File: config.mk
export PLATFORM = sky130hd
export DESIGN_NAME = rf_mp
export DESIGN_NICKNAME = d
export VERILOG_FILES = /design/src/rtl/rf_mp.sv
export SDC_FILE = /design/constraint.sdc
export NUM_CORES = 2
export LEC_CHECK = 0
export ABC_AREA = 0
export CAP_MARGIN = 30
export CORE_ASPECT_RATIO = 1.25
export CORE_UTILIZATION = 40
export CTS_BUF_LIST = sky130_fd_sc_hd__clkbuf_4 sky130_fd_sc_hd__clkbuf_8
export DETAILED_ROUTE_END_ITERATION = 10
export SETUP_SLACK_MARGIN = 0.15
export SYNTH_ARGS = -nofsm -noshare
export SYNTH_HDL_FRONTEND = slang
export SYNTH_SLANG_ARGS = --single-unit
File: constraint.sdc
create_clock -name clk -period 75.1 [get_ports clk]
set_input_delay 18.775 -clock clk [delete_from_list [all_inputs] [get_ports clk]]
set_output_delay 18.775 -clock clk [all_outputs]
set_load 0.005 [all_outputs]
File: src/rtl/rf_mp.sv
// Multi-port register file: two bypassed combinational read ports, two write ports,
// and a per-register busy scoreboard with a running count for RAW hazard detection.
module rf_mp #(
  parameter int XLEN   = 32,
  parameter int AW     = 5,
  parameter bit BYPASS = 1'b1
) (
  input  logic            clk,
  input  logic            reset,
  input  logic            wen0,
  input  logic [AW-1:0]   waddr0,
  input  logic [XLEN-1:0] wdata0,
  input  logic            wen1,
  input  logic [AW-1:0]   waddr1,
  input  logic [XLEN-1:0] wdata1,
  input  logic [AW-1:0]   raddr0,
  input  logic [AW-1:0]   raddr1,
  output logic [XLEN-1:0] rdata0,
  output logic [XLEN-1:0] rdata1,
  output logic            pend0,
  output logic            pend1,
  input  logic            rsv_en,
  input  logic [AW-1:0]   rsv_addr,
  output logic [AW:0]     busy_cnt,
  input  logic [AW-1:0]   dbg_addr,
  output logic [XLEN-1:0] dbg_data
);

  localparam int NREG = 1 << AW;
  localparam logic [AW:0] CNT_ONE = (AW+1)'(1);

  // No handshakes: every write and reserve presented at a rising edge is accepted.
  logic [XLEN-1:0] mem_q [NREG];
  logic [NREG-1:0] busy_q, busy_d;
  logic [AW:0]     cnt_q, cnt_d;
  logic            we0, we1, rsv;

  assign we0 = wen0   && (waddr0   != '0);
  assign we1 = wen1   && (waddr1   != '0);
  assign rsv = rsv_en && (rsv_addr != '0);

  // Port 1 is assigned last so it wins a same-address collision.
  always_ff @(posedge clk or posedge reset) begin
    if (reset) begin
      for (int i = 0; i < NREG; i++) mem_q[i] <= '0;
    end else begin
      if (we0) mem_q[waddr0] <= wdata0;
      if (we1) mem_q[waddr1] <= wdata1;
    end
  end

  // A reserve overrides a same-cycle clear: the new producer supersedes the old one.
  always_comb begin
    busy_d = busy_q;
    if (we0) busy_d[waddr0] = 1'b0;
    if (we1) busy_d[waddr1] = 1'b0;
    if (rsv) busy_d[rsv_addr] = 1'b1;
    busy_d[0] = 1'b0;
  end

  always_comb begin
    cnt_d = cnt_q;
    for (int i = 1; i < NREG; i++) begin
      if (busy_d[i] && !busy_q[i])      cnt_d = cnt_d + CNT_ONE;
      else if (!busy_d[i] && busy_q[i]) cnt_d = cnt_d - CNT_ONE;
    end
  end

  always_ff @(posedge clk or posedge reset) begin
    if (reset) begin
      busy_q <= '0;
      cnt_q  <= '0;
    end else begin
      busy_q <= busy_d;
      cnt_q  <= cnt_d;
    end
  end

  logic [AW-1:0]   ra   [2];
  logic [XLEN-1:0] rd_c [2];
  logic            pd_c [2];

  assign ra[0] = raddr0;
  assign ra[1] = raddr1;

  always_comb begin
    for (int p = 0; p < 2; p++) begin
      logic h0, h1;
      h0 = BYPASS && we0 && (waddr0 == ra[p]);
      h1 = BYPASS && we1 && (waddr1 == ra[p]);
      rd_c[p] = '0;
      pd_c[p] = 1'b0;
      if (ra[p] != '0) begin
        if (h1)      rd_c[p] = wdata1;
        else if (h0) rd_c[p] = wdata0;
        else         rd_c[p] = mem_q[ra[p]];
        pd_c[p] = busy_q[ra[p]] && !(h0 || h1);
      end
    end
  end

  assign rdata0   = rd_c[0];
  assign rdata1   = rd_c[1];
  assign pend0    = pd_c[0];
  assign pend1    = pd_c[1];
  assign busy_cnt = cnt_q;
  assign dbg_data = mem_q[dbg_addr];

endmodule
Word level (Yosys, flattened, before mapping)

Index checks and enable logic that the tools add are counted.

$add $sub $neg: 62
Multiply operators: 0
Div/mod/pow operators: 0
$lt $le $gt $ge: 15
Equality and inequality tests: 4
Shifts and indexed selects: 0
Multiplexer cells: 100
Bitwise gates (word level): 10
Reduce and logical (&&, ||, !) cells: 147

Operators with widths:

| kind                                                       | number |
|---|---|
| bitwise mux 1024 bit                                       | 2 |
| two-way mux 1024 bit                                       | 2 |
| two-way mux 32 bit                                         | 17 |
| binary-select mux 32 bit (select 5 bit)                    | 3 |
| two-way mux 6 bit                                          | 62 |
| demux 32 bit (select 5 bit)                                | 2 |
| adder 6 x 1 -> 6 bit, second input constant                | 31 |
| subtractor 6 x 1 -> 6 bit, second input constant           | 31 |
| logical AND 1 bit                                          | 76 |
| AND 32 bit                                                 | 2 |
| zero test 1 bit                                            | 64 |
| inverter 32 bit                                            | 2 |
| bitwise OR 32 bit                                          | 1 |
| >= comparator 6 bit, second input constant                 | 5 |
| less-than comparator 5 x 6 -> 1 bit, second input constant | 5 |
| inverter 5 -> 6 bit                                        | 5 |
| nonzero test 5 bit                                         | 5 |
| == test 5 bit                                              | 4 |
| demux 1 bit (select 5 bit)                                 | 3 |
| >= comparator 5 x 1 -> 1 bit, second input constant        | 3 |
| less-than comparator 6 x 1 -> 1 bit, second input constant | 2 |
| binary-select mux 1 bit (select 5 bit)                     | 2 |
| two-way mux 1 bit                                          | 7 |
| logical OR 1 bit                                           | 2 |

Register bits: 1061
Latch bits: 0
Bits in writable memories: 0
ROM bits: 0
Bits of input ports: 99
Output and inout bits: 104
Logic and storage cells: 372
Memories: 0

Longest topological paths before layout

Depth in word-level cells: 105
Depth in mapped cells: 146
Gate-level depth less buffers: 143

Worst setup path after synthesis

OpenSTA, ideal clock, no wires.

Path kind: input port to flip-flop
From: in waddr1[0]
To: reg cnt_q[5], in the netlist busy_cnt[5]
Library setup time: 0.134 ns
Data arrival time: 45.074 ns
Data required time: 74.966 ns
Slack: 29.893 ns
Stages on the path: 141
Buffers on the path: 5
Cell sequence: buf_2 nor2b_1 clkbuf_1 a22oi_1 or4_1 and3_1 buf_2 ha_1 nor2_1 a211oi_2 a31o_2 ha_1 nand2_1 o211a_1 inv_1 ha_1 mux2i_1 o21ai_0 [... 105 more ...] a211oi_1 a31oi_1 ha_1 nand3b_1 nand3_1 ha_1 nand3b_1 nand3_1 inv_1 ha_1 and3_1 a31oi_1 xnor2_1 nor3_1 nand3_1 nor3_1 a31oi_1 xnor3_1

Word-level cells in the longest chain between the ends: 103
Elaborated cells between the ends (all ways): 227
Classes of those cells: add/sub (60); order compare (2); mux (66); bitwise (3); reduce/logical (96)

Ends and longest elaborated chain:

| item                                                                                                      | RTL line | source |
|---|---|---|
| start: declaration                                                                                        | 14       | `input logic [AW-1:0] waddr1,` |
| less-than comparator 5 x 6 -> 1 bit (implied by the code) or >= comparator 5 x 1 -> 1 bit (tied branches) | 56       | `if (we1) busy_d[waddr1] = 1'b0;` |
| logical AND 1 bit (implied by the code)                                                                   | 56       |  |
| two-way mux 1 bit (implied by the code)                                                                   | 56       |  |
| demux 1 bit (select 5 bit)                                                                                | 56       |  |
| inverter 32 bit (no line)                                                                                 | -        |  |
| AND 32 bit (no line)                                                                                      | -        |  |
| two-way mux 32 bit (*)                                                                                    | 56       |  |
| bitwise OR 32 bit (no line)                                                                               | -        |  |
| [... 88 more ...]                                                                                         | -        |  |
| two-way mux 6 bit                                                                                         | 64       | `if (busy_d[i] && !busy_q[i]) cnt_d = cnt_d + CNT_ONE;` |
| subtractor 6 x 1 -> 6 bit                                                                                 | 65       | `else if (!busy_d[i] && busy_q[i]) cnt_d = cnt_d - CNT_ONE;` |
| two-way mux 6 bit                                                                                         | 65       |  |
| two-way mux 6 bit                                                                                         | 64       |  |
| subtractor 6 x 1 -> 6 bit                                                                                 | 65       |  |
| two-way mux 6 bit                                                                                         | 65       |  |
| two-way mux 6 bit (*)                                                                                     | 64       |  |
| named net cnt_d[5]                                                                                        | 35       | `logic [AW:0] cnt_q, cnt_d;` |
| end signal: assignment                                                                                    | 75       | `cnt_q <= cnt_d;` |
| end: declaration                                                                                          | 35       |  |

The timed path passes the listed nets; every way through them passes the cells marked *.

Final worst setup path

From: in waddr0[2]
To: reg cnt_q[5], in the netlist busy_cnt[5]

Word-level cells in the longest chain between the ends: 105
Elaborated cells between the ends (all ways): 229
Classes of those cells: add/sub (60); order compare (2); mux (67); bitwise (4); reduce/logical (96)

Ends and longest elaborated chain:

| item                                                                                                      | RTL line | source |
|---|---|---|
| start: declaration                                                                                        | 11       | `input logic [AW-1:0] waddr0,` |
| less-than comparator 5 x 6 -> 1 bit (implied by the code) or >= comparator 5 x 1 -> 1 bit (tied branches) | 55       | `if (we0) busy_d[waddr0] = 1'b0;` |
| logical AND 1 bit (implied by the code)                                                                   | 55       |  |
| two-way mux 1 bit (implied by the code)                                                                   | 55       |  |
| demux 1 bit (select 5 bit)                                                                                | 55       |  |
| inverter 32 bit (no line)                                                                                 | -        |  |
| AND 32 bit (no line)                                                                                      | -        |  |
| two-way mux 32 bit (*)                                                                                    | 55       |  |
| AND 32 bit (no line)                                                                                      | -        |  |
| [... 90 more ...]                                                                                         | -        |  |
| two-way mux 6 bit                                                                                         | 64       |  |
| subtractor 6 x 1 -> 6 bit                                                                                 | 65       |  |
| two-way mux 6 bit                                                                                         | 65       |  |
| two-way mux 6 bit                                                                                         | 64       |  |
| subtractor 6 x 1 -> 6 bit                                                                                 | 65       |  |
| two-way mux 6 bit                                                                                         | 65       |  |
| two-way mux 6 bit (*)                                                                                     | 64       |  |
| named net cnt_d[5]                                                                                        | 35       |  |

Marked as above.

==> results_tabular.tex <==
\begin{tabular}{lr}
\hline
Metric & Value \\
\hline
\multicolumn{2}{l}{\textbf{Timing}} \\
\quad Aggregate negative setup slack & 0 ps \\
\quad Max Clk Rate & 20.2 MHz \\
\quad Final setup violating endpoints & 0 \\
\quad Final clock period utilization by the worst path & 0.659 \\
\quad Setup skew after layout & $\sim$16 ps \\
\quad Setup repair after global routing missed its margin & false \\
\quad Number of pins exceeding their max-slew limit in the final report & 0 \\
\quad Slew at the pin closest to its max-slew limit & around 1300 ps \\
\quad Headroom to the max-slew limit & 0.119 \\
\quad Hold Fails Final Rpt & 0 \\
\quad Final WS setup & approximately 26000 ps \\
\quad Minimum clock period after layout & 49460 ps \\
\multicolumn{2}{l}{\textbf{Logic synthesis}} \\
\quad Cell count after synthesis & 7925 \\
\quad Cell accounting for the most synthesized area & sky130\_fd\_sc\_hd\_\_dfrtp\_1 \\
\quad Commonest cells in the netlist & 1061 x sky130\_fd\_sc\_hd\_\_dfrtp\_1, 986 x sky130\_fd\_sc\_hd\_\_nor2\_1, 978 x sky130\_fd\_sc\_hd\_\_mux4\_2 \\
\quad Post-synthesis net count & 8085 \\
\quad Most area-consuming cells after synthesis & sky130\_fd\_sc\_hd\_\_dfrtp\_1 32\%, sky130\_fd\_sc\_hd\_\_mux4\_2 27\%, sky130\_fd\_sc\_hd\_\_mux2i\_1 11\% \\
\quad Share of the yosys chip area belonging to registers & 0.322 \\
\quad Yosys top cell area share & 0.322 \\
\quad YS warnings & 0 \\
\quad Syn Std Cell Area & between 80000 and 90000 sq um \\
\quad Most repeated cell in the gate-level netlist after synthesis & sky130\_fd\_sc\_hd\_\_dfrtp\_1 \\
\quad Async SR Flop Fraction & 1.00 \\
\quad Flop and latch count out of synthesis & about 1100 \\
\quad Main synth FF type & sky130\_fd\_sc\_hd\_\_dfrtp\_1 \\
\quad Synth Area per Inst & between 10 and 15 sq um \\
\quad Number of enable-type register cells in the synthesized netlist & 0 \\
\quad Netlist cell types & 96 \\
\multicolumn{2}{l}{\textbf{Floorplan}} \\
\quad Starting Density & 0.402 \\
\quad Number of top-level design ports & just over 200 \\
\quad Area of the die & roughly 210000 sq um \\
\quad Core area & 205000 sq um \\
\quad Total number of placement rows & 186 \\
\quad Die X-Extent & between 400 and 500 microns \\
\quad Chip height & 510 microns \\
\multicolumn{2}{l}{\textbf{Critical path}} \\
\quad Reg-to-reg setup timing slack & between 40000 and 50000 ps \\
\quad Crit path max-delay cell type & sky130\_fd\_sc\_hd\_\_nor4b\_2 \\
\quad Start of the worst register-to-register path & busy\_cnt[0]\$\_DFF\_PP0\_ \\
\quad Crit Path Max Fanout & 15 \\
\quad Crit-path max cell delay & roughly 840 ps \\
\quad Reg-to-reg critical path endpoint & busy\_cnt[5]\$\_DFF\_PP0\_ \\
\quad Category of the most critical setup path & in -> reg \\
\quad Critical path data arrival time & between 50000 and 60000 ps \\
\quad Worst Setup End Kind & flop \\
\quad Number of cells traversed by the worst register-to-register path & between 100 and 150 \\
\quad Most used cell along the critical path & sky130\_fd\_sc\_hd\_\_ha\_1 \\
\quad Data required time of the critical path & about 76000 ps \\
\quad CP Launch Type & input pin \\
\multicolumn{2}{l}{\textbf{Clock network}} \\
\quad CTS buffer count & 184 \\
\quad Hold-fix buffer count after cts & 0 \\
\quad Setup Fix Bufs, Post-CTS & 0 \\
\quad Resized cells post-CTS & 0 \\
\quad Clock tree from TritonCTS & built \\
\quad Insertion delay to the later sink of the worst-skew pair & about 980 ps \\
\quad Root cell of the clock tree & sky130\_fd\_sc\_hd\_\_clkbuf\_8 \\
\quad Clock H-tree levels & 4 \\
\quad Number of buffers on the longest clock path & 3 \\
\quad Clock Pin Slew Worst Setup and Hold Paths & 60 ps \\
\quad Number of clock sinks seen by CTS & around 1100 \\
\multicolumn{2}{l}{\textbf{Placed design}} \\
\quad Placed cell count & just over 10000 \\
\quad HPWL after detailed placement & 195 mm \\
\quad RD Place Congestion & $\sim$0.91 \\
\quad Number of input and output port buffers inserted & between 200 and 250 \\
\quad Placement-stage worst setup slack & about 25000 ps \\
\multicolumn{2}{l}{\textbf{Power and ir drop}} \\
\quad P\_sw & between 1 and 1.5 mW \\
\quad Internal portion of total power & around 1.9 mW \\
\quad Logic gate share of total power & 0.549 \\
\quad Sw Ratio & 0.418 \\
\quad Peak supply drop & between 100 and 150 uV \\
\quad Clock Power Share & 0.181 \\
\quad Total power per unit cell area & around 36 nW/um\^{}2 \\
\quad Fraction of power consumed by sequential logic & 0.270 \\
\quad Leakage power of the design & 37.8 nW \\
\multicolumn{2}{l}{\textbf{Outcome}} \\
\quad Run status & complete, but fails checks \\
\quad Failing checks & DRC \\
\multicolumn{2}{l}{\textbf{Finish}} \\
\quad Total number of nets in the final design & 7760 \\
\quad Signed area change from the synthesized netlist to the final layout & 10.5\% \\
\quad Share of layout cells above drive strength 1 & 0.224 \\
\quad Filler Cells Inserted & 19100 \\
\quad Cell Count, Final, Fillers Out & 10500 \\
\multicolumn{2}{l}{\textbf{Routing}} \\
\quad Average vias per placed instance & about 6.6 \\
\quad DRC errors left & 2 \\
\quad Total Routed Length & approximately 330 mm \\
\quad Via count & 68900 \\
\quad 1st-pass router iterations & 11 \\
\quad Mean routed wirelength per cell & 31.8 microns \\
\quad Antenna Violating Nets Remaining & 0 \\
\quad DR iter-0 viols & between 9000 and 10000 \\
\multicolumn{2}{l}{\textbf{GRT}} \\
\quad Combined global-route utilization of all metal layers & 0.317 \\
\quad Largest net degree at the start of global routing & 132 \\
\quad Sum of overflow across all layers after global routing & 0 \\
\quad Number of global-route vias before repair & 67700 \\
\quad Number of antenna violations at the first check in global routing & 18 \\
\quad Global-route wire length before repair & between 400 and 500 mm \\
\multicolumn{2}{l}{\textbf{Flow run}} \\
\quad Number of maximum-capacitance violations & 0 \\
\multicolumn{2}{l}{\textbf{Hold path}} \\
\quad Hold/Removal Path Class & reg -> reg \\
\quad Terminating pin of the worst hold path & mem\_q[1010]\$\_DFF\_PP0\_ \\
\quad Hold Startpoint & mem\_q[1010]\$\_DFF\_PP0\_ \\
\quad Hold-critical path depth & 0 \\
\hline
\end{tabular}
-- sequential cells by signal, summed over array words and instances (netlist names) --
register  flops
mem_q      1024
busy_q       31
busy_cnt      6
-- cell type report --
type	count	area (sq um)	share of cell area
Antenna cell	9	22.5	0.000247
Clock buffer	285	3600	0.0395
Clock inverter	46	370	0.00406
Inverter	103	394	0.00432
Multi-Input combinational cell	5818	52500	0.576
Sequential cell	1061	26600	0.291
Tap cell	2726	3410	0.0374
Timing Repair Buffer	432	4330	0.0475
-- placed cells by master, fill, tap and decap left out, types with 12 or more instances in the layout --
master,Yosys,layout
sky130_fd_sc_hd__clkinv_2,0,31
sky130_fd_sc_hd__nor2_1,986,958
sky130_fd_sc_hd__a21oi_1,612,612
sky130_fd_sc_hd__a32oi_1,52,52
sky130_fd_sc_hd__clkbuf_4,0,51
sky130_fd_sc_hd__o21a_1,12,12
sky130_fd_sc_hd__or3_1,12,12
sky130_fd_sc_hd__inv_1,99,98
sky130_fd_sc_hd__clkdlybuf4s50_1,0,186
sky130_fd_sc_hd__and2_1,22,18
sky130_fd_sc_hd__clkbuf_8,0,234
sky130_fd_sc_hd__nand2_1,879,837
sky130_fd_sc_hd__a22oi_1,15,15
sky130_fd_sc_hd__a211oi_1,77,77
sky130_fd_sc_hd__nand4_1,19,19
sky130_fd_sc_hd__nor4_1,20,17
sky130_fd_sc_hd__nand2_4,0,35
sky130_fd_sc_hd__ha_1,61,61
sky130_fd_sc_hd__o21ai_0,354,354
sky130_fd_sc_hd__nand2b_1,19,19
sky130_fd_sc_hd__a31oi_1,219,219
sky130_fd_sc_hd__mux2_2,40,40
sky130_fd_sc_hd__and3_1,28,28
sky130_fd_sc_hd__xnor3_1,14,14
sky130_fd_sc_hd__dfrtp_1,1061,1061
sky130_fd_sc_hd__buf_4,2,200
sky130_fd_sc_hd__nor2b_1,23,23
sky130_fd_sc_hd__mux4_2,978,978
sky130_fd_sc_hd__nor2_4,1,26
sky130_fd_sc_hd__mux2i_1,874,874
sky130_fd_sc_hd__buf_16,0,21
sky130_fd_sc_hd__nand3_1,52,52
sky130_fd_sc_hd__nor3_1,56,56
sky130_fd_sc_hd__xnor2_1,128,128
sky130_fd_sc_hd__xor2_1,57,57
-- kinds of logic after synthesis --
family,after synthesis,synth area share
compound gates,1439,0.101
xor+xnor,224,0.0297
fa+ha+maj,63,0.00949
buf+inv,1046,0.0485
flops,1061,0.322
mux,1893,0.379
simple gates,2199,0.111
-- per-layer routing --
layer | track usage | up-vias | wire length (microns)
met2 | 0.483 | 4750 | 148000
met1 | 0.398 | 34200 | 122000
met5 | 0.00136 | - | 78
met4 | 0.200 | 14 | 24300
li1 | - | 28700 | -
met3 | 0.0876 | 1228 | 39900
-- power by group through the flow --
| stage | Combinational [mW] | Sequential, mW | Clock (mW) |
|---|---|---|---|
| after floorplan | 1.41 | 0.833 | 0 |
| after CTS | 1.79 | 0.877 | 0.597 |
| final | 1.79 | 0.882 | 0.593 |
| after detailed placement | 1.78 | 0.886 | 0 |
| after global routing | 1.97 | 0.904 | 0.619 |
| after global placement | 1.75 | 0.871 | 0 |
-- metrics by stage --
step / instance area, sq um / hold slack (ps) / total power [mW] / util
floorplan: 82500 / 458 / 2.25 / -
global placement: 86500 / 392 / 2.62 / 0.421
detailed placement: 87000 / 402 / 2.66 / 0.424
CTS: 91000 / 415 / 3.26 / 0.443
global route: 91100 / 431 / 3.49 / 0.444
finish: 91200 / 415 / 3.27 / 0.444
-- worst max-delay path: cells and delay by family --
kind                     cells  cell delay (ps)
buffers and inverters       13             1820
adder cells (fa/ha/maj)     29             9390
XOR/XNOR                     2              360
AND/OR/NAND/NOR             32             6530
multiplexers                 5             1320
AO/OA/AOI/OAI               57            12120
-- how the worst max path moves through the flow --
stage                          from               endpoint  cells after the start
after floorplan               reset  busy_cnt[0]$_DFF_PP0_                      1
after global placement    waddr0[3]  busy_cnt[5]$_DFF_PP0_                    138
after detailed placement  waddr0[3]  busy_cnt[5]$_DFF_PP0_                    138
after CTS                 waddr0[3]  busy_cnt[5]$_DFF_PP0_                    138
after global routing      waddr0[2]  busy_cnt[5]$_DFF_PP0_                    138
final                     waddr0[2]  busy_cnt[5]$_DFF_PP0_                    138
(Power assumes the default switching activity.)
